**config.mk**
```make
export PLATFORM = sky130hd
export DESIGN_NAME = alu_seq_driver
export DESIGN_NICKNAME = d
export VERILOG_FILES = /design/src/rtl/alu_seq_driver.sv
export SDC_FILE = /design/constraint.sdc
export NUM_CORES = 1
export LEC_CHECK = 0
export CAP_MARGIN = 20
export CORE_MARGIN = 4
export CORE_UTILIZATION = 50
export CTS_BUF_LIST = sky130_fd_sc_hd__clkbuf_4 sky130_fd_sc_hd__clkbuf_8
export DETAILED_ROUTE_END_ITERATION = 16
export HOLD_SLACK_MARGIN = 0.1
export PLACE_DENSITY = 0.72
export SETUP_SLACK_MARGIN = 0.3
export SKIP_LAST_GASP = 1
export SLEW_MARGIN = 30
export SYNTH_ARGS = -nofsm -noshare
export SYNTH_HDL_FRONTEND = slang
export SYNTH_SLANG_ARGS = --single-unit
```
**constraint.sdc**
```tcl
create_clock -name clk -period 2.8 [get_ports clk]
set_clock_uncertainty 0.1 [all_clocks]
set_input_delay 0.84 -clock clk [delete_from_list [all_inputs] [get_ports clk]]
set_output_delay 0.84 -clock clk [all_outputs]
set_load 0.1 [all_outputs]
```
**src/rtl/alu_seq_driver.sv**
```systemverilog
// Command front-end for the 4-bit combinational ALU: queues commands, drives the
// ALU pins for one cycle, captures result/flags and returns them over valid/ready.
module alu_seq_driver #(
  parameter int DEPTH = 4
) (
  input  logic       clk,
  input  logic       rst_n,
  input  logic       cmd_valid,
  output logic       cmd_ready,
  input  logic [2:0] cmd_op,
  input  logic [3:0] cmd_x,
  input  logic [3:0] cmd_y,
  output logic       rsp_valid,
  input  logic       rsp_ready,
  output logic [3:0] rsp_s,
  output logic       rsp_c,
  output logic       rsp_zero,
  output logic       rsp_ovf,
  output logic       rsp_err,
  output logic [2:0] alu_select,
  output logic       alu_in_c,
  output logic [3:0] alu_in_x,
  output logic [3:0] alu_in_y,
  input  logic [3:0] alu_out_s,
  input  logic       alu_out_c,
  input  logic       alu_zero,
  input  logic       alu_overflow
);

  localparam int AW = (DEPTH > 1) ? $clog2(DEPTH) : 1;
  localparam logic [AW:0] PTR_ONE = {{AW{1'b0}}, 1'b1};

  localparam logic [1:0] ST_IDLE  = 2'd0;
  localparam logic [1:0] ST_ISSUE = 2'd1;
  localparam logic [1:0] ST_RESP  = 2'd2;

  logic [10:0] mem_q [DEPTH];
  logic [10:0] mem_d [DEPTH];
  logic [AW:0] wr_ptr_q, wr_ptr_d;
  logic [AW:0] rd_ptr_q, rd_ptr_d;
  logic [1:0]  state_q, state_d;
  logic [2:0]  alu_select_q, alu_select_d;
  logic        alu_in_c_q, alu_in_c_d;
  logic [3:0]  alu_in_x_q, alu_in_x_d;
  logic [3:0]  alu_in_y_q, alu_in_y_d;
  logic [3:0]  rsp_s_q, rsp_s_d;
  logic        rsp_c_q, rsp_c_d;
  logic        rsp_zero_q, rsp_zero_d;
  logic        rsp_ovf_q, rsp_ovf_d;
  logic        rsp_err_q, rsp_err_d;

  logic        full;
  logic        empty;
  logic        push;
  logic        pop;
  logic [10:0] head;
  logic        head_legal;

  // Extra pointer MSB distinguishes full from empty when the indices match.
  assign empty      = (wr_ptr_q == rd_ptr_q);
  assign full       = (wr_ptr_q[AW] != rd_ptr_q[AW]) &&
                      (wr_ptr_q[AW-1:0] == rd_ptr_q[AW-1:0]);
  assign cmd_ready  = !full;
  assign push       = cmd_valid && !full;
  assign head       = mem_q[rd_ptr_q[AW-1:0]];
  assign head_legal = (head[10:8] <= 3'd4);

  always_comb begin
    mem_d    = mem_q;
    wr_ptr_d = wr_ptr_q;
    if (push) begin
      mem_d[wr_ptr_q[AW-1:0]] = {cmd_op, cmd_x, cmd_y};
      wr_ptr_d                = wr_ptr_q + PTR_ONE;
    end
  end

  always_comb begin
    state_d      = state_q;
    rd_ptr_d     = rd_ptr_q;
    alu_select_d = alu_select_q;
    alu_in_c_d   = alu_in_c_q;
    alu_in_x_d   = alu_in_x_q;
    alu_in_y_d   = alu_in_y_q;
    rsp_s_d      = rsp_s_q;
    rsp_c_d      = rsp_c_q;
    rsp_zero_d   = rsp_zero_q;
    rsp_ovf_d    = rsp_ovf_q;
    rsp_err_d    = rsp_err_q;
    pop          = 1'b0;

    case (state_q)
      ST_IDLE: begin
        pop = !empty;
      end
      ST_ISSUE: begin
        // The ALU leaves flags undefined for logic ops, so derive them here.
        rsp_s_d   = alu_out_s;
        rsp_err_d = 1'b0;
        if (alu_select_q == 3'd0 || alu_select_q == 3'd1) begin
          rsp_c_d    = alu_out_c;
          rsp_ovf_d  = alu_overflow;
          rsp_zero_d = alu_zero;
        end else begin
          rsp_c_d    = 1'b0;
          rsp_ovf_d  = 1'b0;
          rsp_zero_d = (alu_out_s == 4'd0);
        end
        state_d = ST_RESP;
      end
      ST_RESP: begin
        if (rsp_ready) begin
          if (empty) state_d = ST_IDLE;
          else       pop     = 1'b1;
        end
      end
      default: state_d = ST_IDLE;
    endcase

    if (pop) begin
      rd_ptr_d = rd_ptr_q + PTR_ONE;
      if (head_legal) begin
        alu_select_d = head[10:8];
        alu_in_x_d   = head[7:4];
        alu_in_y_d   = head[3:0];
        alu_in_c_d   = (head[10:8] == 3'd1);
        state_d      = ST_ISSUE;
      end else begin
        rsp_s_d    = 4'd0;
        rsp_c_d    = 1'b0;
        rsp_zero_d = 1'b0;
        rsp_ovf_d  = 1'b0;
        rsp_err_d  = 1'b1;
        state_d    = ST_RESP;
      end
    end
  end

  // Storage needs no reset: the pointers alone decide which entries are live.
  always_ff @(posedge clk) begin
    mem_q <= mem_d;
  end

  always_ff @(posedge clk or negedge rst_n) begin
    if (!rst_n) begin
      wr_ptr_q     <= '0;
      rd_ptr_q     <= '0;
      state_q      <= ST_IDLE;
      alu_select_q <= '0;
      alu_in_c_q   <= 1'b0;
      alu_in_x_q   <= '0;
      alu_in_y_q   <= '0;
      rsp_s_q      <= '0;
      rsp_c_q      <= 1'b0;
      rsp_zero_q   <= 1'b0;
      rsp_ovf_q    <= 1'b0;
      rsp_err_q    <= 1'b0;
    end else begin
      wr_ptr_q     <= wr_ptr_d;
      rd_ptr_q     <= rd_ptr_d;
      state_q      <= state_d;
      alu_select_q <= alu_select_d;
      alu_in_c_q   <= alu_in_c_d;
      alu_in_x_q   <= alu_in_x_d;
      alu_in_y_q   <= alu_in_y_d;
      rsp_s_q      <= rsp_s_d;
      rsp_c_q      <= rsp_c_d;
      rsp_zero_q   <= rsp_zero_d;
      rsp_ovf_q    <= rsp_ovf_d;
      rsp_err_q    <= rsp_err_d;
    end
  end

  assign rsp_valid  = (state_q == ST_RESP);
  assign rsp_s      = rsp_s_q;
  assign rsp_c      = rsp_c_q;
  assign rsp_zero   = rsp_zero_q;
  assign rsp_ovf    = rsp_ovf_q;
  assign rsp_err    = rsp_err_q;
  assign alu_select = alu_select_q;
  assign alu_in_c   = alu_in_c_q;
  assign alu_in_x   = alu_in_x_q;
  assign alu_in_y   = alu_in_y_q;

endmodule

```
Word level (Yosys, flattened, before mapping)
Cells that the tools add are included.
- add/sub/neg operators: 2
- order comparisons: 4
- eq/ne operators: 10
- muxes and demuxes: 32
- bitwise gates (word level): 2
- reduce and logical (&&, ||, !) cells: 11
- operators with widths (cell ; count):
    44-bit bitwise mux ; 1
    11-bit 2-to-1 mux ; 3
    11-bit binary-select mux with 2-bit select ; 1
    11-bit demux with 2-bit select ; 1
    1-bit 2-to-1 mux ; 17
    4-bit 2-to-1 mux ; 3
    2-bit 2-to-1 mux ; 4
    3-bit by 1-bit adder with 3-bit output, second input constant ; 2
    3-bit by 1-bit == test with 1-bit output, second input constant ; 2
    3-bit >= comparator, second input constant ; 2
    3-bit by 1-bit != test with 1-bit output, second input constant ; 2
    2-bit inverter with 3-bit output ; 2
    2-bit case mux with 3 select lines ; 1
    4-bit zero test ; 1
    3-bit == test ; 1
    3-bit less-or-equal comparator, second input constant ; 1
    1-bit logical AND ; 3
    3-bit zero test ; 1
    3-bit by 1-bit less-than comparator with 1-bit output, second input constant ; 1
    3-bit AND reduction ; 1
    2-bit by 1-bit == test with 1-bit output, second input constant ; 1
    2-bit == test ; 1
    2-bit == test, second input constant ; 1
    1-bit zero test ; 2
    other kinds (6) ; 6
- register bits after elaboration: 72
- output and inout port bits: 22
- word-level logic and storage cells: 77

Logic depth before layout (Yosys ltp)
Gate-level depths: netlist (run 1).
- word-level depth: 7
- mapped depth: 8

Worst setup path before layout (run 1)
Ideal clock, no wire load.
- path kind: register to output
- start: register state_q[0]
- end: output rsp_valid
- data arrival time: 1.742 ns
- required time: 1.860 ns
- slack: 0.118 ns
- stages on the path, launching flop included: 2
- path buffers: 0
- cells stage by stage: dfrtp_1 > nor2b_1
- longest elaborated chain between the ends: 1
- RTL lines (element ; RTL line ; RTL):
    start: declaration ; 41 ; logic [1:0] state_q, state_d;
    start signal: assignment ; 160 ; state_q <= state_d;
    2-bit == test ; 173 ; assign rsp_valid = (state_q == ST_RESP);
    end: declaration ; 13 ; output logic rsp_valid,
Every way passes these cells.

Worst setup path in the final report (run 1)
- start: register wr_ptr_q[1]
- end: output cmd_ready
- longest elaborated chain between the ends: 3
- RTL lines (element ; RTL line ; RTL):
    start: declaration ; 39 ; logic [AW:0] wr_ptr_q, wr_ptr_d;
    start signal: assignment ; 158 ; wr_ptr_q <= wr_ptr_d;
    2-bit == test ; 62 ; (wr_ptr_q[AW-1:0] == rd_ptr_q[AW-1:0]);
    1-bit logical AND ; 61 ; assign full = (wr_ptr_q[AW] != rd_ptr_q[AW]) &&
    1-bit zero test ; 63 ; assign cmd_ready = !full;
    end: declaration ; 9 ; output logic cmd_ready,
Every way passes these cells.

==> results of run 1 <==
## synthesized netlist by cell type
master,number
a211o_1,1
a21o_1,1
a21oi_1,6
a22oi_1,2
a2bb2oi_1,2
a311o_1,1
a311oi_1,1
a31oi_1,1
and2_1,4
buf_1,1
buf_12,1
buf_2,1
buf_6,3
dfrtp_1,28
edfxtp_1,44
ha_1,5
inv_1,7
mux2_2,2
mux2_4,8
mux4_1,10
mux4_2,1
nand2_1,12
nand2b_1,1
nand2b_4,1
nand3_1,1
nor2_1,8
nor2b_1,2
nor3_1,1
o21ai_0,2
o21ai_4,1
o22a_2,1
o311ai_0,1
or4_1,1
xnor2_1,4
xnor2_4,1
xor2_1,3
## flip-flops by register name, indices dropped and copies added (netlist names)
signal / cells
alu_in_y: 4
state_q: 2
alu_in_x: 4
wr_ptr_q: 3
rsp_zero: 1
alu_in_c: 1
rsp_c: 1
mem_q: 44
rsp_s: 4
rsp_err: 1
rd_ptr_q: 3
rsp_ovf: 1
alu_select: 3
## path summary, 6_finish.rpt
| check | to | slack [ns] | cells past startpoint |
|---|---|---|---|
| max in group asynchronous | rd_ptr_q[0] | 1.53 | 2 |
| setup / recovery | cmd_ready | 0.43 | 3 |
| setup reg to reg | alu_in_x[2] | 0.57 | 4 |
| hold / removal | rsp_err | 0.39 | 1 |
| hold reg to reg | rsp_err | 0.39 | 1 |
| min in group asynchronous | state_q[1] | 0.79 | 2 |
## area by class of cell
cell class                 instances  area (µm²)  share of cell area, %
clock buffer                      11         145                   3.95
clock inverter                     5        32.5                  0.886
inverter                           7        26.3                  0.716
multi-input combinational         85         886                   24.1
sequential                        72        2020                   55.1
tap                               72        90.1                   2.45
timing repair buffer              52         468                   12.8
## kinds of logic after synthesis
kind of cell | count (synthesis) | share of synthesized area, %
xor gates and xnor gates | 8 | 2.97
and+or+nand+nor | 31 | 5.02
muxes | 21 | 14.3
adders and majority gates | 5 | 2.09
buffers and inverters | 13 | 2.97
AOI/OAI and AO/OA | 20 | 4.98
DFF | 72 | 67.6
## metrics by stage
step | std cells | instance area, µm² | worst slack [ns]
after floorplan | 170 | 3000 | 0.558
after global placement | 288 | 3490 | 0.309
after detailed placement | 288 | 3490 | 0.284
after CTS | 304 | 3670 | 0.410
after global routing | 304 | 3670 | 0.371
final | 304 | 3670 | 0.433
## metal layers
layer / global-route usage (%) / up-vias / wire [µm] / part of all wire, %
met3: 4.27 / 7 / 283 / 5.4
met4: 6.91 / 0 / 66 / 1.3
met2: 26.1 / 37 / 2700 / 51
met5: 0 / - / 0 / 0
li1: - / 759 / - / -
met1: 19.4 / 829 / 2230 / 42
## layout by cell type, fill, tap and decap left out, types with 2 or more instances in the layout
| cell | instances |
|---|---|
| and2_1 | 4 |
| a21oi_1 | 6 |
| clkinv_2 | 2 |
| clkbuf_8 | 10 |
| xnor2_1 | 4 |
| clkinvlp_4 | 3 |
| nand2_1 | 12 |
| nor2_1 | 8 |
| o21ai_0 | 2 |
| inv_1 | 7 |
| dfrtp_1 | 28 |
| clkdlybuf4s50_1 | 21 |
| a2bb2oi_1 | 2 |
| ha_1 | 5 |
| xor2_1 | 3 |
| mux2_4 | 8 |
| mux4_1 | 10 |
| buf_12 | 2 |
| a22oi_1 | 2 |
| mux2_2 | 2 |
| buf_4 | 29 |
| edfxtp_1 | 44 |
==> out/metrics.cfg, run 1 <==
[outcome]
outcome = complete, no violations

[routing]
drt_iter0_drc = 97
wl_mm = 5.28
first_pass_iters = 4
wl_per_cell_um = 17.4
vias = 1632
vias_per_cell = 5.37
drc = 0
ant_nets = 0

[clock_tree]
root_buffer = clkbuf_8
post_cts_resized = 0
cts_setup_buffers = 0
cts_buffers = 9
clkTransAtPathRegs_ns = 0.07
holdBufCountCts = 0
numClockSinks = 72
ctsHtreeMaxLevel = 3
cts_tree = built
clk_latency_ns = 0.33
cts.path.max_buffers = 2

[logic_synthesis]
avgSynthCellArea_um2 = 17.6
yosysUniqueCellTypes = 36
synth_cells = 170
ys_seq_area_share_pct = 67.6
synth_top_area_share_pct = 44.2
ys.warnings.count = 0
syn_nets = 197
synth-seq-cells = 72
yosysTopAreaCell = edfxtp_1
synth.area.top_cells = edfxtp_1, dfrtp_1, mux4_1
syn_area_um2 = 2990

[timing]
finalMaxSlewViolations = 0
relSlewSlack_pct = 68.6
tns_ns = 0
period_share_pct = 84.6
period_needed_ns = 2.37
grt_setup_unrepaired = false
max_freq_mhz = 422
hold_viol = 0
whs_ns = 0.393
finalSetupViolCount = 0
max_slew.worst_pin.slew_ns = 0.470

[worst_hold_path]
hold_path_class = flop to flop
worstHoldStart = rsp_err

[global_routing]
grt_pass1_wl_mm = 8.58
grt_max_degree = 29
grt_pass1_vias = 1658
grt.overflow.total = 0
antenna_found_initial = 0
track_usage_pct = 15.8

[setup_path]
crit_slowest_cell = dfrtp_1
cp.buffers_inverters = 1
cp-end-kind = output pin
crit_type = flop to output pin
cp-startpoint = wr_ptr_q[1]
cpLargestDelayFamily = flip-flops
crit_required_ns = 1.86
worst-path-max-fanout = 4
max_stage_delay_ns = 0.43
start_kind = flop
cp.arrival_ns = 1.43
crit_chain = xnor2_1 > nand3_2 > buf_12
timing.rr.start = rd_ptr_q[0]

[placement]
gp_congestion = 0.835
dp_hpwl_mm = 3.65
portBuffers = 43

[floorplan]
fp.dieH_um = 85.3
die-area_um2 = 7280
start_util_pct = 53.0
die_width_um = 85.3
num_rows = 27
ios = 44
core-area_um2 = 5640

[layout]
drive_gt1_share_pct = 27.6
diodes = 0
area_growth_pct = 22.8
final_util_pct = 65.0
nFillCells = 369
final_nets = 254

[flow_run]
cap_viol_max_count = 0

Power of run 1 is not shown: default switching activity piles up to over one toggle a cycle in this logic, so the estimate is an artifact.
==> inputs of run 2 (changes only) <==
--- a/config.mk
+++ b/config.mk
@@ -11,7 +11,7 @@
 export CTS_BUF_LIST = sky130_fd_sc_hd__clkbuf_4 sky130_fd_sc_hd__clkbuf_8
 export DETAILED_ROUTE_END_ITERATION = 16
 export HOLD_SLACK_MARGIN = 0.1
-export PLACE_DENSITY = 0.72
+export PLACE_DENSITY = 0.75
 export SETUP_SLACK_MARGIN = 0.3
 export SKIP_LAST_GASP = 1
 export SLEW_MARGIN = 30
==> constraint.sdc (replaced) <==
create_clock -name clk -period 1.9 [get_ports clk]
set_clock_uncertainty 0.1 [all_clocks]
set_input_delay 0.57 -clock clk [delete_from_list [all_inputs] [get_ports clk]]
set_output_delay 0.57 -clock clk [all_outputs]
set_load 0.1 [all_outputs]
==> run 2 against run 1 <==
The run now ends with setup timing left. Final cell count is 11% higher. Global-route usage is 1.8 points higher. Die area stayed put. Hold slack better by 0.067 ns. Flip-flop and latch count stayed put. Critical endpoint is now alu_in_x[2].
==> out/metrics.cfg, run 2 (synthesized netlist as in run 1, its figures left out) <==
[outcome]
outcome = finished with violations
violations = setup timing

[placement]
portBuffers = 43
place_ws_ns = -0.374
dp_hpwl_mm = 3.91
gp_congestion = 0.803

[timing]
finalSetupViolCount = 21
hold_viol = 0
grt_setup_unrepaired = true
max_freq_mhz = 485
relSlewSlack_pct = 72.2
finalMaxSlewViolations = 0
max_slew.worst_pin.slew_ns = 0.412
setup_ws_ns = -0.160
period_needed_ns = 2.06
period_share_pct = 108

[routing]
wl_per_cell_um = 18.6
ant_nets = 0
wl_met3_um = 288
dr_wl_met2_mm = 3.42
drc = 0
wl_mm = 6.25
vias = 1807
drt_iter0_drc = 66
first_pass_iters = 4
top_layer = met4
vias_per_cell = 5.38
wl_met1_mm = 2.36

[setup_path]
crit_slowest_cell = mux4_2
crit_required_ns = 2.04
r2r_cells = 5
crit_type = flop to flop
cp.arrival_ns = 2.20
max_stage_delay_ns = 0.54
cp-end-kind = flop
start_kind = flop
crit_chain = buf_6 > mux4_2 > o21ai_4 > nand2b_4 > mux2_4
worst-path-max-fanout = 5

[layout]
layout_commonest_cell = edfxtp_1
area_growth_pct = 46.6
nFillCells = 302
drive_gt1_share_pct = 45.8
top_register = mem_q
register_area_um2 = 2030
largest_reg_flops = 44
final_nets = 286
multiInputGateArea_um2 = 987
diodes = 0
final_cell_mix = edfxtp_1, buf_12, buf_4, dfrtp_1, clkdlybuf4s50_1

[clock_tree]
clk_latency_ns = 0.35
cts_buffers = 9
clkTransAtPathRegs_ns = 0.09
cts_tree = built
ctsHtreeMaxLevel = 3
cts.path.max_buffers = 2
holdBufCountCts = 0
root_buffer = clkbuf_8
numClockSinks = 72

[floorplan]
die_width_um = 85.3
fp.dieH_um = 85.3
start_util_pct = 53.0
num_rows = 27
core-area_um2 = 5640
ios = 44
die-area_um2 = 7280

[global_routing]
antenna_found_initial = 0
grt_max_degree = 29
grt_pass1_wl_mm = 9.44
track_usage_pct = 17.6
grt_pass1_vias = 1925
grt.overflow.total = 0

[flow_run]
cap_viol_max_count = 0

[worst_hold_path]
whs_path_depth = 1
hold_path_class = flop to flop

run 2: final timing paths:
kind                                to  slack [ns]        start
max in group asynchronous   state_q[0]        0.92        rst_n
max reg2reg                alu_in_x[2]       -0.16  rd_ptr_q[0]
max                        alu_in_x[2]       -0.16  rd_ptr_q[0]
min in group asynchronous  alu_in_x[3]        0.49        rst_n
min reg2reg                    rsp_err        0.46      rsp_err
min                            rsp_err        0.46      rsp_err
run 2: layout make-up:
class                           instances  share of cell area, %
Clock buffer                           10                   3.14
Inverter                                7                  0.600
Sequential cell                        72                   46.3
Multi-Input combinational cell         86                   22.5
Timing Repair Buffer                   83                   23.9
Clock inverter                          6                   1.51
Tap cell                               72                   2.06
run 2: worst max-delay path: cells and delay by family, from the launching register on:
kind,cells,cell delay [ns]
compound gates,1,0.31
buf+inv,1,0.12
flops,1,0.41
mux,2,0.86
simple gates,1,0.15
run 2: repair_timing:
item / CTS / global route
endpoints found under the hold margin: 0 / 0
pin swaps: 3 / 7
cloned: 1 / 0
gates resized for setup: 16 / 20
endpoints found under the setup margin: 94 / 94
setup buffers: 12 / 10
run 2: stage by stage:
stage               area (µm²)  setup TNS, ns  utilization, %  hold slack, ns  instances
floorplan                 3000         -0.575               -           0.174        170
global placement          3860         -14.71            68.5           0.415        297
detailed placement        3860         -16.92            68.5           0.423        297
CTS                       4220          -3.39            74.9           0.433        326
global route              4380          -5.16            77.7           0.481        336
finish                    4380          -2.22            77.7           0.460        336
run 2: metal layers:
metal,GRT usage [%],vias up
met2,31.7,50
li1,-,824
met4,9.06,0
met3,4.76,15
met1,18.6,918
met5,0,-
Power of run 2 is left out for the same reason.
==> inputs of run 3 (changes only) <==
--- a/config.mk
+++ b/config.mk
@@ -10,7 +10,7 @@
 export CORE_UTILIZATION = 50
 export CTS_BUF_LIST = sky130_fd_sc_hd__clkbuf_4 sky130_fd_sc_hd__clkbuf_8
 export DETAILED_ROUTE_END_ITERATION = 16
-export HOLD_SLACK_MARGIN = 0.1
+export HOLD_SLACK_MARGIN = 0.08
 export PLACE_DENSITY = 0.75
 export SETUP_SLACK_MARGIN = 0.3
 export SKIP_LAST_GASP = 1
==> constraint.sdc (replaced) <==
create_clock -name clk -period 1.7 [get_ports clk]
set_clock_uncertainty 0.1 [all_clocks]
set_input_delay 0.51 -clock clk [delete_from_list [all_inputs] [get_ports clk]]
set_output_delay 0.51 -clock clk [all_outputs]
set_load 0.1 [all_outputs]
==> run 3 against run 2 <==
The run still ends with setup timing left. Design area is 3.1% higher. Hold slack got worse by 0.044 ns. Worst setup slack got worse by 0.23 ns. Critical endpoint is now cmd_ready.
==> out/metrics.cfg, run 3 (synthesized netlist as in run 1, its figures left out) <==
[timing]
tns_ns = -13.41
max_freq_mhz = 478
setup_ws_ns = -0.392
period_needed_ns = 2.09
hold_viol = 0
max_slew.worst_pin.slew_ns = 0.407
finalSetupViolCount = 72
relSlewSlack_pct = 72.5
period_share_pct = 123
finalMaxSlewViolations = 0
grt_setup_unrepaired = true

[outcome]
outcome = finished with violations
violations = setup timing

[floorplan]
ios = 44
die-area_um2 = 7280
fp.dieH_um = 85.3
start_util_pct = 53.0
core-area_um2 = 5640
num_rows = 27
die_width_um = 85.3

[layout]
nFillCells = 285
area_growth_pct = 51.1
stdcell_area_um2 = 4520
final_cell_mix = edfxtp_1, buf_12, buf_4, clkdlybuf4s50_1, dfrtp_2
stdcell_count = 338
diodes = 0
final_nets = 288
largest_reg_flops = 44
layout_commonest_cell = edfxtp_1
top_register = mem_q
drive_gt1_share_pct = 51.5

[global_routing]
track_usage_pct = 17.6
antenna_found_initial = 0
grt_pass1_wl_mm = 9.48
grt_pass1_vias = 1898
grt_max_degree = 29
grt.overflow.total = 0

[placement]
gp_congestion = 0.819
portBuffers = 43
post_dp_cell_area_um2 = 3920
dp.cells = 301
dp_hpwl_mm = 3.97
place_ws_ns = -0.477

[worst_hold_path]
hold_path_class = input port to asynchronous set/reset pin

[routing]
drt_iter0_drc = 125
vias_per_cell = 5.37
ant_nets = 0
vias = 1814
wl_per_cell_um = 20.2
drc = 0
first_pass_iters = 4
wl_mm = 6.84

[setup_path]
timing.rr.start = rd_ptr_q[0]
cp-end-kind = output pin
start_kind = flop
rrSetupSlack_ns = -0.38
reg2reg_to = alu_in_x[1]
crit_type = flop to output pin
cp-startpoint = rd_ptr_q[0]
r2r_cells = 5
worst-path-max-fanout = 2
cp.arrival_ns = 1.48
crit_required_ns = 1.09
setup.worst_path.end = cmd_ready

[flow_run]
cap_viol_max_count = 0

[clock_tree]
numClockSinks = 72
clkTransAtPathRegs_ns = 0.09
clk_latency_ns = 0.34
cts_tree = built
cts.path.max_buffers = 2
ctsHtreeMaxLevel = 3
root_buffer = clkbuf_8
cts_buffers = 9
holdBufCountCts = 0

run 3: layer usage:
layer | GRT usage, % | vias to the layer above | wire length, µm
li1 | - | 821 | -
met1 | 19.2 | 927 | 2630
met2 | 31.9 | 56 | 3760
met3 | 4.27 | 10 | 347
met4 | 8.06 | 0 | 105
met5 | 0 | - | 0
run 3: final cells by class:
type	instances	area (µm²)	area share, %
clock buffers	10	131	2.91
clock inverters	6	91.3	2.02
inverters	7	26.3	0.582
multi-input cells	86	1030	22.9
flip-flops and latches	72	2040	45.2
well taps	72	90.1	2.00
repair buffers	85	1100	24.4
run 3: how the worst min path moves through the flow:
stage,endpoint,slack (ns),from,cells past startpoint
5_1_grt,alu_in_x[0],0.41,rst_n,2
4_1_cts,wr_ptr_q[2],0.41,rst_n,2
6_report,alu_in_x[3],0.42,rst_n,2
3_3_place_gp,rsp_err,0.41,rsp_err,1
2_1_floorplan,alu_in_c,0.11,rst_n,0
3_5_place_dp,rsp_err,0.42,rsp_err,1
run 3: critical path, cell delays in order (launching register included):
cell and delay [ns]:
dfrtp_2 0.44, buf_12 0.14, xnor2_4 0.17, buf_6 0.12, nand3_4 0.07, buf_12 0.18
run 3: through the flow:
| step | hold WS (ns) | util, % |
|---|---|---|
| floorplan | 0.114 | - |
| global placement | 0.412 | 69.5 |
| detailed placement | 0.416 | 69.5 |
| CTS | 0.413 | 76.4 |
| global route | 0.410 | 80.0 |
| finish | 0.415 | 80.0 |
run 3: timing repair:
| action | in CTS | in global routing |
|---|---|---|
| cloned | 0 | 2 |
| resized for setup | 17 | 32 |
| endpoints found under the setup margin | 94 | 94 |
| pin swaps | 2 | 7 |
| buffers inserted | 14 | 5 |
Power of run 3 is left out for the same reason.
